`src/rtl/divs_n6d3.sv`:
```
// divs_n6d3: sequential signed divider.
// Restoring division on operand magnitudes, one quotient bit per clock, with
// a sign fix-up on the final iteration. Results are sign-magnitude {s, q} and
// {rs, r}. Truncating division; the remainder takes the dividend's sign.
module divs_n6d3 #(
  parameter int WIDTH_N = 6,
  parameter int WIDTH_D = 3
) (
  input  logic               clk,
  input  logic               rst,
  input  logic               start,
  input  logic [WIDTH_N-1:0] n,
  input  logic [WIDTH_D-1:0] d,
  output logic [WIDTH_N-1:0] q,
  output logic               s,
  output logic [WIDTH_D-1:0] r,
  output logic               rs,
  output logic               div0,
  output logic               busy,
  output logic               rdy
);

  localparam int CW = (WIDTH_N > 1) ? $clog2(WIDTH_N) : 1;

  typedef enum logic [1:0] {
    IDLE = 2'd0,
    CALC = 2'd1,
    DONE = 2'd2
  } state_t;

  state_t             state;
  logic [WIDTH_N-1:0] nq;      // dividend bits shift out MSB-first, quotient bits shift in
  logic [WIDTH_D-1:0] ad;      // divisor magnitude
  logic [WIDTH_D:0]   pr;      // partial remainder
  logic [CW-1:0]      cnt;
  logic               sn;
  logic               sd;
  logic               zero;    // divide-by-zero operation in flight

  logic [WIDTH_N-1:0] n_abs;
  logic [WIDTH_D-1:0] d_abs;
  logic [WIDTH_D:0]   pr_shift;
  logic [WIDTH_D:0]   pr_next;
  logic               qbit;
  logic [WIDTH_N-1:0] q_final;
  logic [WIDTH_D-1:0] r_final;
  logic               accept;

  // Operand magnitudes and one restoring-division step on the current state.
  // Because pr stays below |d| <= 2^WIDTH_D, dropping pr's MSB on the shift
  // loses nothing.
  always_comb begin
    n_abs    = n[WIDTH_N-1] ? -n : n;
    d_abs    = d[WIDTH_D-1] ? -d : d;
    pr_shift = {pr[WIDTH_D-1:0], nq[WIDTH_N-1]};
    if (pr_shift >= {1'b0, ad}) begin
      pr_next = pr_shift - {1'b0, ad};
      qbit    = 1'b1;
    end else begin
      pr_next = pr_shift;
      qbit    = 1'b0;
    end
    q_final = {nq[WIDTH_N-2:0], qbit};
    r_final = pr_next[WIDTH_D-1:0];
    accept  = start && ((state == IDLE) || (state == DONE));
  end

  // Control FSM, datapath registers and registered result outputs.
  always_ff @(posedge clk) begin
    if (rst) begin
      state <= IDLE;
      nq    <= {WIDTH_N{1'b0}};
      ad    <= {WIDTH_D{1'b0}};
      pr    <= {(WIDTH_D+1){1'b0}};
      cnt   <= {CW{1'b0}};
      sn    <= 1'b0;
      sd    <= 1'b0;
      zero  <= 1'b0;
      q     <= {WIDTH_N{1'b0}};
      s     <= 1'b0;
      r     <= {WIDTH_D{1'b0}};
      rs    <= 1'b0;
      div0  <= 1'b0;
      busy  <= 1'b0;
      rdy   <= 1'b0;
    end else begin
      case (state)
        IDLE, DONE: begin
          if (accept) begin
            // A zero divisor takes a single pass through CALC so its result
            // appears one clock after start and rdy visibly re-rises.
            state <= CALC;
            nq    <= n_abs;
            ad    <= d_abs;
            pr    <= {(WIDTH_D+1){1'b0}};
            cnt   <= (d == {WIDTH_D{1'b0}}) ? {CW{1'b0}} : CW'(WIDTH_N - 1);
            sn    <= n[WIDTH_N-1];
            sd    <= d[WIDTH_D-1];
            zero  <= (d == {WIDTH_D{1'b0}});
            q     <= {WIDTH_N{1'b0}};
            s     <= 1'b0;
            r     <= {WIDTH_D{1'b0}};
            rs    <= 1'b0;
            div0  <= 1'b0;
            busy  <= 1'b1;
            rdy   <= 1'b0;
          end else begin
            state <= state;
          end
        end
        CALC: begin
          if (zero) begin
            state <= DONE;
            zero  <= 1'b0;
            q     <= {WIDTH_N{1'b1}};
            s     <= 1'b0;
            r     <= {WIDTH_D{1'b0}};
            rs    <= 1'b0;
            div0  <= 1'b1;
            busy  <= 1'b0;
            rdy   <= 1'b1;
          end else begin
            pr  <= pr_next;
            nq  <= q_final;
            cnt <= cnt - CW'(1);
            if (cnt == {CW{1'b0}}) begin
              state <= DONE;
              q     <= q_final;
              r     <= r_final;
              s     <= (sn ^ sd) & (q_final != {WIDTH_N{1'b0}});
              rs    <= sn & (r_final != {WIDTH_D{1'b0}});
              busy  <= 1'b0;
              rdy   <= 1'b1;
            end else begin
              state <= CALC;
            end
          end
        end
        default: begin
          state <= IDLE;
          busy  <= 1'b0;
          rdy   <= 1'b0;
          div0  <= 1'b0;
        end
      endcase
    end
  end

endmodule

```
`config.mk`:
```
export PLATFORM = sky130hd
export DESIGN_NAME = divs_n6d3
export DESIGN_NICKNAME = d
export VERILOG_FILES = /design/src/rtl/divs_n6d3.sv
export SDC_FILE = /design/constraint.sdc
export NUM_CORES = 1
export LEC_CHECK = 0
export ABC_AREA = 1
export CAP_MARGIN = 40
export CORE_UTILIZATION = 35
export DETAILED_ROUTE_END_ITERATION = 10
export PLACE_DENSITY_LB_ADDON = 0.12
export SKIP_LAST_GASP = 1
export SYNTH_ARGS = -nofsm -noshare
export SYNTH_HDL_FRONTEND = slang
export SYNTH_SLANG_ARGS = --single-unit
```
`constraint.sdc`:
```
create_clock -name clk -period 2.3 [get_ports clk]
set_clock_uncertainty 0.2 [all_clocks]
set_input_delay 0.575 -clock clk [delete_from_list [all_inputs] [get_ports clk]]
set_output_delay 0.575 -clock clk [all_outputs]
set_load 0.05 [all_outputs]
```
==> run_summary.xml, run 1 <==
<?xml version="1.0" encoding="UTF-8"?>
<metrics>
  <group name="setup_path">
    <metric name="worstRegToRegCells" unit="">11</metric>
    <metric name="worst_setup_path_end_kind" unit="">output port</metric>
    <metric name="path_class" unit="">reg2out</metric>
    <metric name="startpoint_type" unit="">flip-flop</metric>
    <metric name="crit_path_max_cell_delay" unit="ps">820</metric>
    <metric name="critPathRequiredTime" unit="ps">1520</metric>
    <metric name="crit_cells" unit="">1</metric>
    <metric name="rrSetupSlack" unit="ps">180</metric>
    <metric name="critical_path.cell_chain" unit="">clkdlybuf4s50_1</metric>
    <metric name="cp.buffers_inverters" unit="">1</metric>
    <metric name="cp_data_arrival_time" unit="ps">1450</metric>
    <metric name="crit_path_max_fanout" unit="">2</metric>
    <metric name="timing.critical_path.slowest_stage_cell" unit="">sky130_fd_sc_hd__clkdlybuf4s50_1</metric>
    <metric name="critical-path-top-delay-family" unit="">buffers and inverters</metric>
  </group>
  <group name="routing">
    <metric name="wl_met3" unit="um">132</metric>
    <metric name="top_layer_used_by_detailed_routing" unit="">met4</metric>
    <metric name="route.vias.total" unit="">1518</metric>
    <metric name="post_drt_via_cell_ratio" unit="">4.729</metric>
    <metric name="met2_length" unit="um">1684</metric>
    <metric name="drt-total-wl" unit="um">3919</metric>
    <metric name="dr.first_iter.drc_count" unit="">73</metric>
    <metric name="detail_route.wl_per_cell" unit="um">12.21</metric>
    <metric name="routedLengthMet1" unit="um">2037</metric>
    <metric name="first_pass_iters" unit="">4</metric>
    <metric name="residual_drc" unit="">0</metric>
    <metric name="drtAntennaViolNets" unit="">0</metric>
  </group>
  <group name="job">
    <metric name="cap_violations" unit="">0</metric>
  </group>
  <group name="cts">
    <metric name="tritoncts" unit="">yes</metric>
    <metric name="clock_transition_time_at_the_flip_flop_clock_pins_of_the_worst_setup_and_hold_paths" unit="ps">70</metric>
    <metric name="postCtsSetupBuffers" unit="">0</metric>
    <metric name="cts_inserted_buffers" unit="">5</metric>
    <metric name="cts.root.buffer_cell" unit="">sky130_fd_sc_hd__clkbuf_8</metric>
    <metric name="h-tree-depth" unit="">2</metric>
    <metric name="number_of_buffers_on_the_longest_clock_path" unit="">2</metric>
    <metric name="clock_sinks" unit="">34</metric>
    <metric name="worstSkewPairLatency" unit="ps">280</metric>
    <metric name="hold_buffers" unit="">0</metric>
    <metric name="postCtsResizedCells" unit="">0</metric>
  </group>
  <group name="placement">
    <metric name="gp_congestion" unit="">0.7274</metric>
    <metric name="place.detailed.hpwl" unit="um">2933</metric>
    <metric name="post-place-cells" unit="">314</metric>
    <metric name="port_buffers" unit="">25</metric>
    <metric name="dpl_worst_slack" unit="ps">152.0</metric>
  </group>
  <group name="sta">
    <metric name="min_period" unit="ps">2227</metric>
    <metric name="finalMaxSlewViolations" unit="">0</metric>
    <metric name="grt_setup_unrepaired" unit="">no</metric>
    <metric name="tightestPinTransition" unit="ps">499.0</metric>
    <metric name="hold_viol" unit="">0</metric>
    <metric name="setup-violations-final" unit="">0</metric>
    <metric name="timing.hold.ws" unit="ps">264.1</metric>
    <metric name="fin_setup_tns" unit="ps">0</metric>
    <metric name="final.setup.worst_slack" unit="ps">73.20</metric>
    <metric name="max-slew-margin-rel" unit="%">66.63</metric>
    <metric name="fin_crit_sh" unit="%">96.82</metric>
    <metric name="fmax" unit="GHz">0.4491</metric>
  </group>
  <group name="die">
    <metric name="die_area" unit="um2">5211</metric>
    <metric name="die_span_y" unit="um">72.19</metric>
    <metric name="design.core.area" unit="um2">4723</metric>
    <metric name="num_io_pins" unit="">26</metric>
    <metric name="die_width" unit="um">72.19</metric>
    <metric name="fp-row-count" unit="">25</metric>
    <metric name="floorplan.initialDensity" unit="%">36.50</metric>
  </group>
  <group name="layout">
    <metric name="most-common-layout-cells" unit="">41 x sky130_fd_sc_hd__nand2_1, 34 x sky130_fd_sc_hd__dfxtp_1, 29 x sky130_fd_sc_hd__a21oi_1</metric>
    <metric name="final_layout_size_suffix_gt1_share" unit="%">11.81</metric>
    <metric name="layout.nets" unit="">274</metric>
    <metric name="post_layout_nonfiller_instances" unit="">321</metric>
    <metric name="synthToLayoutAreaGrowth" unit="%">23.44</metric>
    <metric name="diodes" unit="">0</metric>
    <metric name="layout_commonest_cell" unit="">sky130_fd_sc_hd__nand2_1</metric>
  </group>
  <group name="power">
    <metric name="power.density" unit="nW/um2">726.6</metric>
    <metric name="peakVddDrop" unit="mV">0.2175</metric>
    <metric name="finalPower" unit="W">0.001546</metric>
    <metric name="leakagePower" unit="nW">0.8803</metric>
  </group>
  <group name="yosys">
    <metric name="synthTopCellsByArea" unit="">sky130_fd_sc_hd__dfxtp_1 39%, sky130_fd_sc_hd__nand2_1 8.9%, sky130_fd_sc_hd__a21oi_1 8.4%</metric>
    <metric name="netlist.top_cell.by_area" unit="">sky130_fd_sc_hd__dfxtp_1</metric>
    <metric name="ys_ff_latch" unit="">34</metric>
    <metric name="ys_types" unit="">35</metric>
    <metric name="postSynthCellCount" unit="">224</metric>
    <metric name="post_synth_instance_area" unit="um2">1724</metric>
    <metric name="postSynthNetCount" unit="">244</metric>
    <metric name="post_synthesis_sequential_area_ratio" unit="%">39.48</metric>
    <metric name="yosysWarningCount" unit="">0</metric>
    <metric name="synthesized_area_per_cell" unit="um2">7.697</metric>
    <metric name="post-synth-top-area-fraction" unit="%">39.48</metric>
  </group>
  <group name="global_route">
    <metric name="gr-total-overflow" unit="">0</metric>
    <metric name="largest_net_degree_at_the_start_of_global_routing" unit="">20</metric>
    <metric name="grt_use_total" unit="%">17.21</metric>
    <metric name="antenna_found_initial" unit="">0</metric>
    <metric name="global_route_wire_length_before_repair" unit="um">6837</metric>
    <metric name="first_global_vias" unit="">1494</metric>
  </group>
  <group name="worst_hold_path">
    <metric name="worstHoldPathCells" unit="">2</metric>
    <metric name="worst_hold_path_type" unit="">reg2reg</metric>
  </group>
  <group name="run_status">
    <metric name="run_status" unit="">finished, final reports clean</metric>
  </group>
</metrics>
-- power by group --
| part | total (W) | switching, W | internal, W |
|---|---|---|---|
| registers | 0.000682 | 0.0000388 | 0.000644 |
| clock network | 0.000410 | 0.000201 | 0.000208 |
| logic | 0.000454 | 0.000295 | 0.000159 |
| total | 0.00155 | 0.000535 | 0.00101 |
-- final timing paths --
kind                                         start                end
worst max register to register  nq[5]$_SDFFE_PP0P_    rs$_SDFFE_PP0P_
worst max-delay path             q[4]$_SDFFE_PP0P_               q[4]
worst min-delay path             busy$_SDFFE_PP0P_  busy$_SDFFE_PP0P_
worst min register to register   busy$_SDFFE_PP0P_  busy$_SDFFE_PP0P_
-- registers in the layout, indices dropped and copies added, names as in the netlist --
| signal | cells |
|---|---|
| r | 3 |
| ad | 3 |
| state | 2 |
| busy | 1 |
| sd | 1 |
| rdy | 1 |
| nq | 6 |
| s | 1 |
| rs | 1 |
| pr | 3 |
| q | 6 |
| cnt | 3 |
| sn | 1 |
| zero | 1 |
| div0 | 1 |
-- synthesized netlist by cell type (all sizes together) --
master and number:
dfxtp 34, nor4 1, o211a 1, o32ai 1
o21ai 27, nand2 45, fa 1, buf 4
nor3 2, o21bai 1, nand4 2, clkbuf 3
ha 7, inv 29, xor2 3, o221a 1
nand3b 1, a211oi 2, nor2 15, a21oi 33
a31oi 1, a221oi 1, nand3 9
-- routing by layer --
| metal | up-vias | GRT usage (%) |
|---|---|---|
| met5 | - | 0 |
| met1 | 681 | 22.45 |
| met2 | 25 | 27.10 |
| met4 | 0 | 6.536 |
| met3 | 6 | 4.722 |
| li1 | 806 | - |
-- through the flow --
| step | util (%) | instance area [um2] |
|---|---|---|
| finish | 45.06 | 2128 |
| floorplan | - | 1724 |
| detailed placement | 43.44 | 2052 |
| CTS | 45.06 | 2128 |
| global route | 45.06 | 2128 |
| global placement | 43.44 | 2052 |
-- cells by family after synthesis --
group | Yosys count | share of synthesized area, %
flip-flops | 34 | 39.48
AO/OA/AOI/OAI | 68 | 22.42
AND/OR/NAND/NOR | 75 | 21.34
adder cells (fa/ha/maj) | 8 | 6.241
buffers and inverters | 36 | 8.999
XOR/XNOR | 3 | 1.524
-- area by class of cell --
| cell class | count | area [um2] |
|---|---|---|
| clock buffers | 7 | 76.32 |
| fillers | 492 | 2595 |
| inverters | 29 | 111.4 |
| multi-input cells | 154 | 888.4 |
| flip-flops and latches | 34 | 680.7 |
| well taps | 67 | 83.83 |
| repair buffers | 30 | 287.8 |
(Power assumes the default switching activity.)
==> inputs of run 2 (changes only) <==
--- a/config.mk
+++ b/config.mk
@@ -7,9 +7,10 @@
 export LEC_CHECK = 0
 export ABC_AREA = 1
 export CAP_MARGIN = 40
+export CORE_ASPECT_RATIO = 0.8
 export CORE_UTILIZATION = 35
 export DETAILED_ROUTE_END_ITERATION = 10
-export PLACE_DENSITY_LB_ADDON = 0.12
+export PLACE_DENSITY = 0.59
 export SKIP_LAST_GASP = 1
 export SYNTH_ARGS = -nofsm -noshare
 export SYNTH_HDL_FRONTEND = slang
==> run_summary.xml, run 2 (synthesis results as in run 1) <==
<?xml version="1.0" encoding="UTF-8"?>
<metrics>
  <group name="layout">
    <metric name="layout_commonest_cell" unit="">sky130_fd_sc_hd__nand2_1</metric>
    <metric name="biggestRegsByFlops" unit="">nq: 6 flops, q: 6 flops</metric>
    <metric name="synthToLayoutAreaGrowth" unit="%">25.04</metric>
    <metric name="post_layout_nonfiller_instances" unit="">314</metric>
    <metric name="diodes" unit="">0</metric>
    <metric name="layout.nets" unit="">274</metric>
    <metric name="most-common-layout-cells" unit="">41 x sky130_fd_sc_hd__nand2_1, 34 x sky130_fd_sc_hd__dfxtp_1, 29 x sky130_fd_sc_hd__a21oi_1</metric>
    <metric name="final_layout_size_suffix_gt1_share" unit="%">12.60</metric>
  </group>
  <group name="setup_path">
    <metric name="critical-path-top-delay-family" unit="">buffers and inverters</metric>
    <metric name="crit_path_max_fanout" unit="">2</metric>
    <metric name="critical_path.reg2reg.endpoint" unit="">rs$_SDFFE_PP0P_</metric>
    <metric name="rrSetupSlack" unit="ps">260</metric>
    <metric name="startpoint_of_the_lowest_slack_register_to_register_path" unit="">nq[5]$_SDFFE_PP0P_</metric>
    <metric name="crit_path_max_cell_delay" unit="ps">810</metric>
    <metric name="worstRegToRegCells" unit="">11</metric>
    <metric name="critical_path.cell_chain" unit="">clkdlybuf4s50_1</metric>
    <metric name="path_class" unit="">reg2out</metric>
    <metric name="startpoint_type" unit="">flip-flop</metric>
    <metric name="cp.buffers_inverters" unit="">1</metric>
    <metric name="worst_setup_path_end_kind" unit="">output port</metric>
    <metric name="timing.critical_path.slowest_stage_cell" unit="">sky130_fd_sc_hd__clkdlybuf4s50_1</metric>
    <metric name="critPathRequiredTime" unit="ps">1520</metric>
    <metric name="cp_data_arrival_time" unit="ps">1440</metric>
  </group>
  <group name="sta">
    <metric name="fin_crit_sh" unit="%">96.44</metric>
    <metric name="max-slew-margin-rel" unit="%">67.10</metric>
    <metric name="min_period" unit="ps">2218</metric>
    <metric name="finalMaxSlewViolations" unit="">0</metric>
    <metric name="hold_viol" unit="">0</metric>
    <metric name="fin_setup_tns" unit="ps">0</metric>
    <metric name="fmax" unit="GHz">0.4508</metric>
    <metric name="tightestPinTransition" unit="ps">491.9</metric>
    <metric name="setup-violations-final" unit="">0</metric>
    <metric name="grt_setup_unrepaired" unit="">no</metric>
  </group>
  <group name="routing">
    <metric name="dr.first_iter.drc_count" unit="">75</metric>
    <metric name="residual_drc" unit="">0</metric>
    <metric name="post_drt_via_cell_ratio" unit="">4.885</metric>
    <metric name="detail_route.wl_per_cell" unit="um">11.82</metric>
    <metric name="drtAntennaViolNets" unit="">0</metric>
    <metric name="route.vias.total" unit="">1534</metric>
    <metric name="first_pass_iters" unit="">4</metric>
    <metric name="drt-total-wl" unit="um">3713</metric>
  </group>
  <group name="placement">
    <metric name="place.detailed.hpwl" unit="um">2873</metric>
    <metric name="port_buffers" unit="">25</metric>
    <metric name="post-place-cells" unit="">307</metric>
    <metric name="gp_congestion" unit="">0.8260</metric>
  </group>
  <group name="worst_hold_path">
    <metric name="hold_path_end" unit="">rdy$_SDFFE_PP0P_</metric>
    <metric name="hold_start" unit="">rdy$_SDFFE_PP0P_</metric>
    <metric name="worstHoldPathCells" unit="">2</metric>
    <metric name="worst_hold_path_type" unit="">reg2reg</metric>
  </group>
  <group name="cts">
    <metric name="h-tree-depth" unit="">2</metric>
    <metric name="number_of_buffers_on_the_longest_clock_path" unit="">2</metric>
    <metric name="tritoncts" unit="">yes</metric>
    <metric name="hold_buffers" unit="">0</metric>
    <metric name="clock_sinks" unit="">34</metric>
    <metric name="postCtsResizedCells" unit="">0</metric>
    <metric name="clock_transition_time_at_the_flip_flop_clock_pins_of_the_worst_setup_and_hold_paths" unit="ps">70</metric>
    <metric name="postCtsSetupBuffers" unit="">0</metric>
    <metric name="worstSkewPairLatency" unit="ps">280</metric>
    <metric name="cts_inserted_buffers" unit="">5</metric>
    <metric name="cts.root.buffer_cell" unit="">sky130_fd_sc_hd__clkbuf_8</metric>
  </group>
  <group name="job">
    <metric name="cap_violations" unit="">0</metric>
  </group>
  <group name="power">
    <metric name="peakVddDrop" unit="mV">0.3645</metric>
    <metric name="power.density" unit="nW/um2">784.6</metric>
    <metric name="leakagePower" unit="nW">0.8993</metric>
  </group>
  <group name="global_route">
    <metric name="largest_net_degree_at_the_start_of_global_routing" unit="">22</metric>
    <metric name="grt_use_total" unit="%">15.99</metric>
    <metric name="gr-total-overflow" unit="">0</metric>
    <metric name="antenna_found_initial" unit="">0</metric>
    <metric name="first_global_vias" unit="">1448</metric>
    <metric name="global_route_wire_length_before_repair" unit="um">6320</metric>
  </group>
  <group name="die">
    <metric name="floorplan.initialDensity" unit="%">37.06</metric>
    <metric name="design.core.area" unit="um2">4652</metric>
    <metric name="die_width" unit="um">80.47</metric>
    <metric name="num_io_pins" unit="">26</metric>
    <metric name="fp-row-count" unit="">22</metric>
    <metric name="die_span_y" unit="um">64.78</metric>
    <metric name="die_area" unit="um2">5212</metric>
  </group>
  <group name="run_status">
    <metric name="run_status" unit="">finished, final reports clean</metric>
  </group>
</metrics>
-- run 2: power breakdown --
group	leakage, nW	internal (W)	switching (W)
sequential	0.280	0.000644	0.0000404
combinational	0.562	0.000163	0.000290
clock	0.0573	0.000347	0.000208
total	0.899	0.00115	0.000538
-- run 2: how the worst max path moves through the flow --
stage | startpoint | end | slack (ps) | cells past startpoint
after floorplan | nq[5]$_SDFFE_PP0P_ | rs$_SDFFE_PP0P_ | 410 | 11
after global placement | n[0] | nq[4]$_SDFFE_PP0P_ | 180 | 9
after detailed placement | n[0] | nq[4]$_SDFFE_PP0P_ | 130 | 9
after CTS | rs$_SDFFE_PP0P_ | rs | 70 | 1
after global routing | rs$_SDFFE_PP0P_ | rs | 30 | 1
final | rs$_SDFFE_PP0P_ | rs | 80 | 1
-- run 2: per-layer routing --
metal / GRT usage [%] / vias up / share of wire [%]
met3: 4.648 / 2 / 4.6
met1: 20.48 / 695 / 51
met2: 25.00 / 30 / 44
li1: - / 807 / -
met4: 6.473 / 0 / 0.65
met5: 0 / - / 0
-- run 2: layout make-up --
cell class | instances | area [um2]
fill | 483 | 2496
clock inverter | 1 | 30.03
tap | 60 | 75.07
inverter | 29 | 111.4
multi-input combinational | 154 | 888.4
sequential | 34 | 680.7
clock buffer | 6 | 82.58
timing repair buffer | 30 | 287.8
-- run 2: through the flow --
stage | utilization [%] | setup slack, ps | cell area, um2 | total power (W) | hold WS (ps)
3_5_place_dp | 43.92 | 134.7 | 2043 | 0.001153 | 254.8
3_3_place_gp | 43.92 | 177.6 | 2043 | 0.001149 | 255.8
4_1_cts | 46.34 | 73.59 | 2156 | 0.001709 | 265.6
2_1_floorplan | - | 410.6 | 1724 | 0.001024 | 236.2
5_1_grt | 46.34 | 33.70 | 2156 | 0.001799 | 281.3
6_report | 46.34 | 81.81 | 2156 | 0.001691 | 266.7
